--- src/rtl/can_reg_write_demux_if.sv ---
// can_reg_write_demux_if: host single-beat write bus (request, address, data, acknowledge)
interface can_reg_write_demux_if;
  logic        Controller2Demux_CS;
  logic [7:0]  addr_bus1;
  logic [31:0] data_bus1;
  logic        Demux2Controller_ack;
  modport master (output Controller2Demux_CS, output addr_bus1, output data_bus1, input Demux2Controller_ack);
  modport slave (input Controller2Demux_CS, input addr_bus1, input data_bus1, output Demux2Controller_ack);
endinterface

--- src/rtl/can_reg_write_demux.sv ---
// can_reg_write_demux: decodes host writes into CAN config registers and TX frame words; define CAN_TXFRAME_ASSEMBLY_EN to push only fully staged frames
module can_reg_write_demux (
  input  logic                 sys_clk,
  input  logic                 IP2Can_reset_n,
  can_reg_write_demux_if.slave bus,
  input  logic                 txfifo_full,
  output logic [31:0]          srr_reg,
  output logic [31:0]          msr_reg,
  output logic [31:0]          brpr_reg,
  output logic [31:0]          btr_reg,
  output logic [31:0]          ier_reg,
  output logic [31:0]          icr_pulse,
  output logic [31:0]          txfifo_id,
  output logic [31:0]          txfifo_dlc,
  output logic [31:0]          txfifo_dw1,
  output logic [31:0]          txfifo_dw2,
  output logic                 txfifo_push,
  output logic                 wr_err
);
  typedef enum logic [2:0] {IDLE, DECODE, PUSH, ACK, RELEASE} state_t;
  state_t      state_q, state_d;
  logic [7:0]  addr_q;
  logic [31:0] data_q, srr_q, msr_q, brpr_q, btr_q, ier_q, icr_q, id_q, dlc_q, dw1_q, dw2_q;
  logic        err_q, wr, soft_rst, hit_dw2, mapped, locked, push_ok, bad, pushing;
  assign wr       = state_q == DECODE;
  assign soft_rst = wr && addr_q == 8'h00 && data_q[0];
  assign hit_dw2  = addr_q == 8'h3C;
  assign mapped   = addr_q inside {8'h00, 8'h04, 8'h08, 8'h0C, 8'h20, 8'h24, 8'h30, 8'h34, 8'h38, 8'h3C};
  assign locked   = srr_q[1] && (addr_q == 8'h08 || addr_q == 8'h0C);
  assign bad      = !mapped || locked || (hit_dw2 && !push_ok);
  assign pushing  = state_q == PUSH && !txfifo_full;
`ifdef CAN_TXFRAME_ASSEMBLY_EN
  logic [3:0] mask_q;
  assign push_ok = &mask_q[2:0];
  // remember which staging words were written since the last push
  always_ff @(posedge sys_clk or negedge IP2Can_reset_n)
    if (!IP2Can_reset_n) mask_q <= '0;
    else if (soft_rst || pushing) mask_q <= '0;
    else if (wr && addr_q inside {8'h30, 8'h34, 8'h38, 8'h3C}) mask_q[addr_q[3:2]] <= 1'b1;
`else
  assign push_ok = 1'b1;
`endif
  // latch the request on CS and advance the write FSM
  always_ff @(posedge sys_clk or negedge IP2Can_reset_n)
    if (!IP2Can_reset_n) begin
      state_q <= IDLE;
      addr_q  <= '0;
      data_q  <= '0;
    end else begin
      state_q <= state_d;
      if (state_q == IDLE && bus.Controller2Demux_CS) begin
        addr_q <= bus.addr_bus1;
        data_q <= bus.data_bus1;
      end
    end
  // next state: one write per CS assertion, push may stall on a full FIFO
  always_comb begin
    state_d = state_q;
    case (state_q)
      IDLE:    state_d = bus.Controller2Demux_CS ? DECODE : IDLE;
      DECODE:  state_d = (hit_dw2 && push_ok) ? PUSH : ACK;
      PUSH:    state_d = txfifo_full ? PUSH : ACK;
      ACK:     state_d = RELEASE;
      RELEASE: state_d = bus.Controller2Demux_CS ? RELEASE : IDLE;
      default: state_d = IDLE;
    endcase
  end
  // configuration registers; BRPR/BTR are frozen while CEN is set
  always_ff @(posedge sys_clk or negedge IP2Can_reset_n)
    if (!IP2Can_reset_n) begin
      srr_q  <= '0;
      msr_q  <= '0;
      brpr_q <= '0;
      btr_q  <= '0;
      ier_q  <= '0;
    end else if (wr) begin
      if (soft_rst) begin
        msr_q  <= '0;
        brpr_q <= '0;
        btr_q  <= '0;
        ier_q  <= '0;
      end
      case (addr_q)
        8'h00: srr_q <= {data_q[31:1], 1'b0};
        8'h04: msr_q <= data_q;
        8'h08: brpr_q <= srr_q[1] ? brpr_q : data_q;
        8'h0C: btr_q <= srr_q[1] ? btr_q : data_q;
        8'h20: ier_q <= data_q;
        default: ;
      endcase
    end
  // TX frame staging words
  always_ff @(posedge sys_clk or negedge IP2Can_reset_n)
    if (!IP2Can_reset_n) begin
      id_q  <= '0;
      dlc_q <= '0;
      dw1_q <= '0;
      dw2_q <= '0;
    end else if (soft_rst) begin
      id_q  <= '0;
      dlc_q <= '0;
      dw1_q <= '0;
      dw2_q <= '0;
    end else if (wr) begin
      case (addr_q)
        8'h30: id_q <= data_q;
        8'h34: dlc_q <= data_q;
        8'h38: dw1_q <= data_q;
        8'h3C: dw2_q <= data_q;
        default: ;
      endcase
    end
  // interrupt clear is a single-cycle pulse following the decode cycle
  always_ff @(posedge sys_clk or negedge IP2Can_reset_n)
    if (!IP2Can_reset_n) icr_q <= '0;
    else icr_q <= (wr && addr_q == 8'h24) ? data_q : '0;
  // sticky error for rejected writes, cleared only by a soft reset
  always_ff @(posedge sys_clk or negedge IP2Can_reset_n)
    if (!IP2Can_reset_n) err_q <= 1'b0;
    else if (soft_rst) err_q <= 1'b0;
    else if (wr && bad) err_q <= 1'b1;
  assign bus.Demux2Controller_ack = state_q == ACK;
  assign txfifo_push = pushing;
  assign srr_reg     = srr_q;
  assign msr_reg     = msr_q;
  assign brpr_reg    = brpr_q;
  assign btr_reg     = btr_q;
  assign ier_reg     = ier_q;
  assign icr_pulse   = icr_q;
  assign txfifo_id   = id_q;
  assign txfifo_dlc  = dlc_q;
  assign txfifo_dw1  = dw1_q;
  assign txfifo_dw2  = dw2_q;
  assign wr_err      = err_q;
endmodule

--- src/flat_wrapper.sv ---
// flat-port wrapper written by rule: the top's interface ports become plain ports
module can_reg_write_demux_flat 
  (sys_clk, IP2Can_reset_n, txfifo_full, srr_reg, msr_reg, brpr_reg, btr_reg, ier_reg, icr_pulse, txfifo_id, txfifo_dlc, txfifo_dw1, txfifo_dw2, txfifo_push, wr_err, bus_Controller2Demux_CS, bus_addr_bus1, bus_data_bus1, bus_Demux2Controller_ack);
  can_reg_write_demux_if bus_i ();
  input  logic sys_clk;
  input  logic IP2Can_reset_n;
  input  logic txfifo_full;
  output logic [31:0] srr_reg;
  output logic [31:0] msr_reg;
  output logic [31:0] brpr_reg;
  output logic [31:0] btr_reg;
  output logic [31:0] ier_reg;
  output logic [31:0] icr_pulse;
  output logic [31:0] txfifo_id;
  output logic [31:0] txfifo_dlc;
  output logic [31:0] txfifo_dw1;
  output logic [31:0] txfifo_dw2;
  output logic txfifo_push;
  output logic wr_err;
  input wire logic [$bits(bus_i.Controller2Demux_CS)-1:0] bus_Controller2Demux_CS;
  input wire logic [$bits(bus_i.addr_bus1)-1:0] bus_addr_bus1;
  input wire logic [$bits(bus_i.data_bus1)-1:0] bus_data_bus1;
  output wire logic [$bits(bus_i.Demux2Controller_ack)-1:0] bus_Demux2Controller_ack;
  assign bus_i.Controller2Demux_CS = bus_Controller2Demux_CS;
  assign bus_i.addr_bus1 = bus_addr_bus1;
  assign bus_i.data_bus1 = bus_data_bus1;
  assign bus_Demux2Controller_ack = bus_i.Demux2Controller_ack;
  can_reg_write_demux u_core (.sys_clk(sys_clk), .IP2Can_reset_n(IP2Can_reset_n), .bus(bus_i), .txfifo_full(txfifo_full), .srr_reg(srr_reg), .msr_reg(msr_reg), .brpr_reg(brpr_reg), .btr_reg(btr_reg), .ier_reg(ier_reg), .icr_pulse(icr_pulse), .txfifo_id(txfifo_id), .txfifo_dlc(txfifo_dlc), .txfifo_dw1(txfifo_dw1), .txfifo_dw2(txfifo_dw2), .txfifo_push(txfifo_push), .wr_err(wr_err));
endmodule
--- config.mk ---
export PLATFORM = sky130hd
export DESIGN_NAME = can_reg_write_demux_flat
export DESIGN_NICKNAME = d
export VERILOG_FILES = /design/src/rtl/can_reg_write_demux_if.sv /design/src/rtl/can_reg_write_demux.sv /design/src/flat_wrapper.sv
export SDC_FILE = /design/constraint.sdc
export NUM_CORES = 1
export LEC_CHECK = 0
export ABC_CLOCK_PERIOD_IN_PS = 2600
export CORE_ASPECT_RATIO = 1.1
export CORE_UTILIZATION = 48
export DETAILED_ROUTE_END_ITERATION = 8
export GPL_ROUTABILITY_DRIVEN = 0
export MAX_ROUTING_LAYER = met4
export PLACE_DENSITY = 0.8
export SYNTH_ARGS = -nofsm -noshare
export SYNTH_HDL_FRONTEND = slang
export SYNTH_SLANG_ARGS = --single-unit
export TNS_END_PERCENT = 5
--- constraint.sdc ---
create_clock -name sys_clk -period 2.6 [get_ports sys_clk]
set_clock_uncertainty 0.05 [all_clocks]
set_input_delay 0.52 -clock sys_clk [delete_from_list [all_inputs] [get_ports sys_clk]]
set_output_delay 0.52 -clock sys_clk [all_outputs]
set_load 0.02 [all_outputs]
; ---- Word level (Yosys, flattened, before mapping)
; Index checks and enable logic that the tools add are counted.
[totals]
elab_cells = 88
input_bits = 44
register_bits = 363
[op_classes]
mux = 26
reduce_logical = 33
n_eq_ne = 15
[op_table]
columns = cell, n
row1 = two-way mux 32 bit, 19
row2 = == test 8 x 6 -> 1 bit (second input constant), 6
row3 = nonzero test 2 bit, 10
row4 = == test 8 x 4 -> 1 bit (second input constant), 2
row5 = case mux 3 bit (5 select lines), 1
row6 = AND reduction 2 bit, 7
row7 = nonzero test 10 bit, 1
row8 = == test 8 x 3 -> 1 bit (second input constant), 1
row9 = zero test 8 bit, 1
row10 = logical AND 1 bit, 7
row11 = == test 3 x 2 -> 1 bit (second input constant), 2
row12 = AND reduction 3 bit, 2
row13 = two-way mux 1 bit, 5
row14 = != test 2 bit (second input constant), 2
row15 = == test 3 x 1 -> 1 bit (second input constant), 1
row16 = == test 3 bit (second input constant), 1
row17 = zero test 3 bit, 1
row18 = two-way mux 3 bit, 1
row19 = zero test 1 bit, 2
row20 = logical OR 1 bit, 2

; ---- Logic depth before layout (Yosys ltp)
; Gate-level depths: netlist of the first run.
[depth]
word_depth = 7
mapped_depth = 7
depth_no_buf = 4

; ---- Least setup slack after synthesis of the first run
; OpenSTA, ideal clock, no wires.
[synth_path]
path_type = reg-to-reg
from = register u_core.addr_q[5]
to = register u_core.brpr_q[10] (netlist: u_core.brpr_reg[10])
arrival_time_ns = 2.031
required_ns = 2.429
setup_ns = 0.121
period_less_slack_ns = 2.202
path_stages_with_launch = 7
path_slack_ns = 0.398
path_cell_list = dfrtp_1 nor4_4 nand3_2 or4_1 buf_2 buf_6 a22o_1
[synth_via]
elab_chain_cells = 5
word_cells_on_any_way = 8
cone_classes = eq/ne (2) / mux (1) / reduce/logical (5)
[synth_lines]
columns = item, line
row1 = from (decl), can_reg_write_demux.sv:22  ; logic [7:0] addr_q;
row2 = from (signal assigned), can_reg_write_demux.sv:52  ; addr_q <= bus.addr_bus1;
row3 = zero test 8 bit, can_reg_write_demux.sv:26  ; assign soft_rst = wr && addr_q == 8'h00 && data_q[0];
row4 = logical AND 1 bit (2 in a row), can_reg_write_demux.sv:26
row5 = nonzero test 2 bit (no line), -
row6 = AND reduction 3 bit (no line), -
row7 = to (signal assigned), can_reg_write_demux.sv:86  ; 8'h08: brpr_q <= srr_q[1] ? brpr_q : data_q;
row8 = to (decl), can_reg_write_demux.sv:23  ; logic [31:0] data_q, srr_q, msr_q, brpr_q, btr_q, ier_q, icr_q, id_q, dlc_q, dw1_q, dw2_q;
; Parallel ways exist; a longest one is shown, timed or not.
; A chain may end at the register's enable or synchronous reset.

; ---- Final worst setup path of the first run
[layout_path]
from = register u_core.state_q[2]
to = output port bus_Demux2Controller_ack
[layout_via]
elab_chain_cells = 1
[layout_lines]
columns = item, line
row1 = from (decl), can_reg_write_demux.sv:21  ; state_t state_q, state_d;
row2 = from (signal assigned), can_reg_write_demux.sv:50  ; state_q <= state_d;
row3 = == test 3 x 2 -> 1 bit, can_reg_write_demux.sv:122  ; assign bus.Demux2Controller_ack = state_q == ACK;
row4 = to (decl), flat_wrapper.sv:23  ; output wire logic [$bits(bus_i.Demux2Controller_ack)-1:0] bus_Demux2Controller_ack;
; No other way between the ends.

==> run metrics, run 1 <==
outcome finished clean; critical path class reg2out; Worst Hold Class reg2reg; GRT Overall Usage 28.4%; Worst path slowest cell clkdlybuf4s50_1; Critical Path AT 1880 ps; H-tree levels 2; Mapped Area 13,500 um^2; reg-to-reg critical path startpoint u_core.state_q[0]; 1st-iter DRT viols 603; antenna violations before repair 1; die width 162 um; Cell variety after synth 46; fillers 1,926; R2R Setup Slk 190 ps; leak pwr 8.90 nW; port buffer count approximately 370; WP buf/inv 1; Num CTS Buffers 36; Final Hold Fails 0; FF+latch count, synth between 300 and 400; WL final roughly 39,000 um; largest cells by area after synthesis dfrtp_1 67%, mux2_2 17%, a22o_1 8.2%; total negative setup slack 0 ps; fin. max-slew vios 0; Placed Area 17,900 um^2; register area share after synthesis ~67%; Worst Setup Start Kind register; Synth area leader dfrtp_1; GRT overflow 0; final worst-path cycle share a little over nine tenths; worst hold stages 1; die height 178 um; core area roughly 28,000 um^2; CP peak stage delay roughly 600 ps; Worst Setup EP bus_Demux2Controller_ack; reg2reg end u_core.txfifo_id[2]; Peak supply drop 0.771 mV; final instance area 19,100 um^2; Clock Sinks approximately 360; post-synth top area share 67.1%; num rows 64; CP Capture Type output pin; worst path cell trace and3b_1, clkdlybuf4s50_1; via count 9,214; nets@finish 1,305; I/O Pins 367; CP Depth 2; Least-Margin Pin Slew 1010 ps; crit path time final 2450 ps; Worst-path clk slew 60 ps; die area 28,900 um^2; Max Clock Freq approximately 0.41 GHz; vias in the first global route approximately 9,500; final worst slack about 150 ps; Inst Count DP 1,585; commonest cells after routing, fill and taps aside 363 x clkdlybuf4s50_1, 363 x dfrtp_1, 199 x mux2_2; RSZ-0062 raised after global routing no; first-pass GRT wire length 59,200 um; Post-Place Setup Slack 150 ps; Crit. Startpoint u_core.state_q[2]; drt wl/cell 24.0 um; non-filler cells, final roughly 1,600; largest net degree at the start of global routing 68; Avg Cell Area, Syn 15.5 um^2; final setup fails 0; DRC Markers 0; CTS root buf clkbuf_16; Post-CTS Setup Inserts 0; Pwr Density 1150 nW/um^2; Slew HR 32.2%; Ys Warns 0; cell count after synthesis 873; Top delay family on crit path buffers and inverters; Design Power 22.0 mW; Antenna Nets Post-Route 0; Required @ worst endpoint 2030 ps; Max-Cap Viols 0; CP max FO 8; CTS tree built; worst r2r path cells 5; first drt pass iteration count 4; CTS Buffer Depth 3; hpwl dp 26,800 um; Via density 5.59; Initial Util 48.7%; Area Growth Syn to Fin 41.4%; layout cells sized above 1 24.5%; clock insertion delay at the later pin of the skew report a little over 500 ps; Post-Syn Nets 917
==> logic make-up after synthesis <==
group	count (synthesis)	share of synthesized area [%]
flops	363	67.1
buf+inv	58	1.88
xor+xnor	1	0.0647
mux	200	16.6
compound gates	139	8.84
simple gates	111	5.42
other cells	1	0.0277
==> how the worst min path moves through the flow <==
stage          slack [ps]          startpoint                  to
5_1_grt               460  u_core.msr_reg[21]  u_core.msr_reg[21]
3_5_place_dp          430   u_core.ier_reg[5]   u_core.ier_reg[5]
6_report              450   u_core.ier_reg[2]   u_core.ier_reg[2]
4_1_cts               450   u_core.msr_reg[1]   u_core.msr_reg[1]
2_1_floorplan         170      IP2Can_reset_n    u_core.addr_q[0]
3_3_place_gp          430  u_core.msr_reg[24]  u_core.msr_reg[24]
==> through the flow <==
step	hold slack (ps)	util, %
6_report	449	68.9
5_1_grt	461	68.9
4_1_cts	451	68.8
3_5_place_dp	430	64.4
3_3_place_gp	433	64.4
2_1_floorplan	174	-
==> power breakdown <==
| group | leakage, nW | internal [mW] | total [mW] | switching [mW] |
|---|---|---|---|---|
| clock network | 0.598 | 3.30 | 5.39 | 2.10 |
| logic | 3.36 | 3.91 | 7.54 | 3.63 |
| registers | 4.94 | 7.30 | 9.05 | 1.75 |
| total | 8.90 | 14.5 | 22.0 | 7.48 |
==> layer usage <==
metal | share of wire (%) | routed length, um | global-route usage, % | vias up
met2 | 49 | 19400 | 45.7 | 401
met5 | 0 | 0 | - | -
met1 | 40 | 15700 | 35.0 | 4770
met4 | 4.5 | 1780 | 12.7 | 0
met3 | 6.7 | 2650 | 5.42 | 97
li1 | - | - | - | 3946
==> timing repair <==
item / CTS / global route
hold buffers: 1 / 0
gates resized for setup: 0 / 2
endpoints found under the setup margin: 0 / 8
endpoints found under the hold margin: 56 / 0
==> final cells by class <==
| cell class | instances | area, um^2 | share of cell area (%) |
|---|---|---|---|
| Antenna cell | 1 | 2.50 | 0.0131 |
| Clock buffer | 52 | 1050 | 5.50 |
| Clock inverter | 9 | 173 | 0.902 |
| Inverter | 1 | 3.75 | 0.0196 |
| Multi-Input combinational cell | 452 | 4280 | 22.4 |
| Sequential cell | 363 | 9080 | 47.5 |
| Tap cell | 363 | 454 | 2.37 |
| Timing Repair Buffer | 407 | 4080 | 21.3 |
==> cells in the mapped netlist, drive strengths merged <==
library cell / number
a211o: 2
a21o: 1
a21oi: 2
a22o: 127
a31o: 1
a31oi: 1
and2: 63
and3: 1
and3b: 1
and4: 1
and4bb: 1
buf: 23
clkbuf: 34
conb: 1
dfrtp: 363
inv: 1
mux2: 199
mux2i: 1
nand2: 7
nand2b: 1
nand3: 2
nand3b: 3
nand4: 3
nor2: 11
nor3: 1
nor3b: 3
nor4: 4
nor4b: 3
nor4bb: 1
o21ai: 1
o21bai: 1
o22ai: 1
o31ai: 2
or2: 1
or3b: 1
or4: 2
or4b: 1
xnor2: 1
(Power assumes the default switching activity.)
==> run 2, diff against run 1 <==
--- a/config.mk
+++ b/config.mk
@@ -10,6 +10,7 @@
 export CORE_UTILIZATION = 48
 export DETAILED_ROUTE_END_ITERATION = 8
 export GPL_ROUTABILITY_DRIVEN = 0
+export GPL_TIMING_DRIVEN = 0
 export MAX_ROUTING_LAYER = met4
 export PLACE_DENSITY = 0.8
 export SYNTH_ARGS = -nofsm -noshare
==> run metrics, run 2 (synthesized netlist as in run 1, its figures left out) <==
outcome finished, violations left (was finished clean); failing checks setup timing; share of total power in sequential cells 40.5% (was 41.2%); GRT overflow 0 (unchanged); Clock Sinks 363 (unchanged); WHS 447 ps (was 449 ps); Peak supply drop 0.760 mV (was 0.771 mV); leak pwr 8.92 nW (was 8.90 nW); core area 27,800 um^2 (unchanged); Initial Util 48.7% (unchanged); P_sw 7.48 mW (about the same); proportion of power drawn by combinational gates 33.8% (was 34.3%); Worst-path clk slew 60 ps (about the same); part of the power in the clock network 25.7% (was 24.5%); vias in the first global route 9,463 (was 9,533); Via density 5.53 (was 5.59); fin. max-slew vios 0 (unchanged); Sw Ratio 33.7% (was 34.0%); total negative setup slack -290 ps (was 0 ps); 1st-iter DRT viols 668 (was 603); drt wl/cell 23.0 um (was 24.0 um); final worst-path cycle share 102% (was 94.4%); Final Hold Fails 0 (unchanged); Num CTS Buffers 37 (was 36); die height 178 um (unchanged); hpwl dp 26,700 um (was 26,800 um); port buffer count 365 (unchanged); DRC Markers 0 (unchanged); Antenna Nets Post-Route 0 (unchanged); I/O Pins 367 (unchanged); Least-Margin Pin Slew 779 ps (was 1010 ps); GRT Overall Usage 27.6% (was 28.4%); die area 28,900 um^2 (unchanged); largest net degree at the start of global routing 125 (was 68); critical path class reg2reg (was reg2out); via count 9,273 (was 9,214); Required @ worst endpoint 3000 ps (was 2030 ps); Critical Path AT 3050 ps (was 1880 ps); final setup fails 19 (was 0); WL final 38,600 um (was 39,500 um); Core Util, Final 69.0% (was 68.9%); Design Power 22.2 mW (was 22.0 mW); CTS Buffer Depth 3 (unchanged); Max-Cap Viols 0 (unchanged); final worst slack -45.9 ps (was 146 ps); die width 162 um (unchanged); H-tree levels 2 (unchanged); num rows 64 (unchanged); Worst Setup Start Kind register (unchanged); nets@finish 1,331 (was 1,305); RSZ-0062 raised after global routing yes (was no); Pwr Density 1160 nW/um^2 (was 1150 nW/um^2); antenna violations before repair 1 (unchanged); layout cells sized above 1 23.5% (was 24.5%); CTS tree built (unchanged); crit path time final 2650 ps (was 2450 ps); Slew HR 48.1% (was 32.2%); Worst Hold Class reg2reg (unchanged); Area Growth Syn to Fin 41.7% (was 41.4%); internal power 14.7 mW (was 14.5 mW); CP max FO 10 (was 8); first drt pass iteration count 5 (was 4); fillers 1,865 (was 1,926); CP Capture Type register (was output pin); CTS root buf clkbuf_16 (unchanged); commonest cells after routing, fill and taps aside 363 x clkdlybuf4s50_1, 363 x dfrtp_1, 199 x mux2_2 (unchanged); Max Clock Freq 0.378 GHz (was 0.408 GHz); first-pass GRT wire length 57,800 um (was 59,200 um); clock insertion delay at the later pin of the skew report 520 ps (was 510 ps)
## run 2: changes by cell type in the layout (fill, tap and decap cells not counted), moves of 3 or more
cell,before,now
buf_1,0,5
buf_4,33,7
clkbuf_1,8,32
buf_12,8,0
buf_16,0,3
buf_6,0,3
clkbuf_2,0,14
buf_2,0,10
## run 2: power by group through the flow
stage          clock network [mW]  logic [mW]  registers (mW)
2_1_floorplan                   0        2.26            10.1
3_3_place_gp                    0        7.28            8.97
3_5_place_dp                    0        7.43            9.02
4_1_cts                      5.80        7.52            8.96
5_1_grt                      6.05        7.88            9.18
6_report                     5.70        7.49            8.99
## run 2: per-stage QoR
| step | std cells | instance area, um^2 | worst slack (ps) |
|---|---|---|---|
| final | 1678 | 19200 | -45.9 |
| after global routing | 1678 | 19200 | -68.0 |
| after CTS | 1674 | 19100 | -16.4 |
| after detailed placement | 1604 | 17700 | -396 |
| after global placement | 1601 | 17600 | -14330 |
| after floorplan | 873 | 13500 | 398 |
## run 2: repair_timing
| item | in CTS | in global routing |
|---|---|---|
| hold endpoints to repair | 55 | 0 |
| resized for setup | 14 | 17 |
| setup endpoints to repair | 192 | 249 |
| pin swaps | 1 | 1 |
| buffers inserted | 3 | 3 |
| hold buffers | 1 | 0 |
## run 2: worst paths after layout
kind	end	slack [ps]	from	cells past startpoint
max	u_core.ier_reg[22]	-50	u_core.addr_q[4]	4
min	u_core.ier_reg[7]	450	u_core.ier_reg[7]	1
max reg2reg	u_core.ier_reg[22]	-50	u_core.addr_q[4]	4
min reg2reg	u_core.ier_reg[7]	450	u_core.ier_reg[7]	1
max in group asynchronous	u_core.srr_reg[17]	680	IP2Can_reset_n	4
min in group asynchronous	u_core.txfifo_dw2[3]	510	IP2Can_reset_n	2
## run 2: final cells by class
class,instances,area [um^2],share of cell area (%)
Sequential cell,363,9080,47.4
Clock buffer,54,1100,5.75
Clock inverter,12,223,1.16
Antenna cell,1,2.50,0.0130
Buffer,57,270,1.41
Tap cell,363,454,2.37
Timing Repair Buffer,375,3790,19.8
Multi-Input combinational cell,452,4240,22.1
Inverter,1,3.75,0.0196
## run 2: worst max-delay path: stages (launching register included)
cell     delay [ps]
dfrtp_1         450
or4b_2          780
nor3b_4         560
buf_1           490
a22o_1          250
## run 2: per-layer routing
metal | wire length [um] | global-route usage (%)
met2 | 19200 | 45.3
met5 | 0 | -
met1 | 15900 | 34.6
met4 | 1140 | 8.73
met3 | 2370 | 5.58
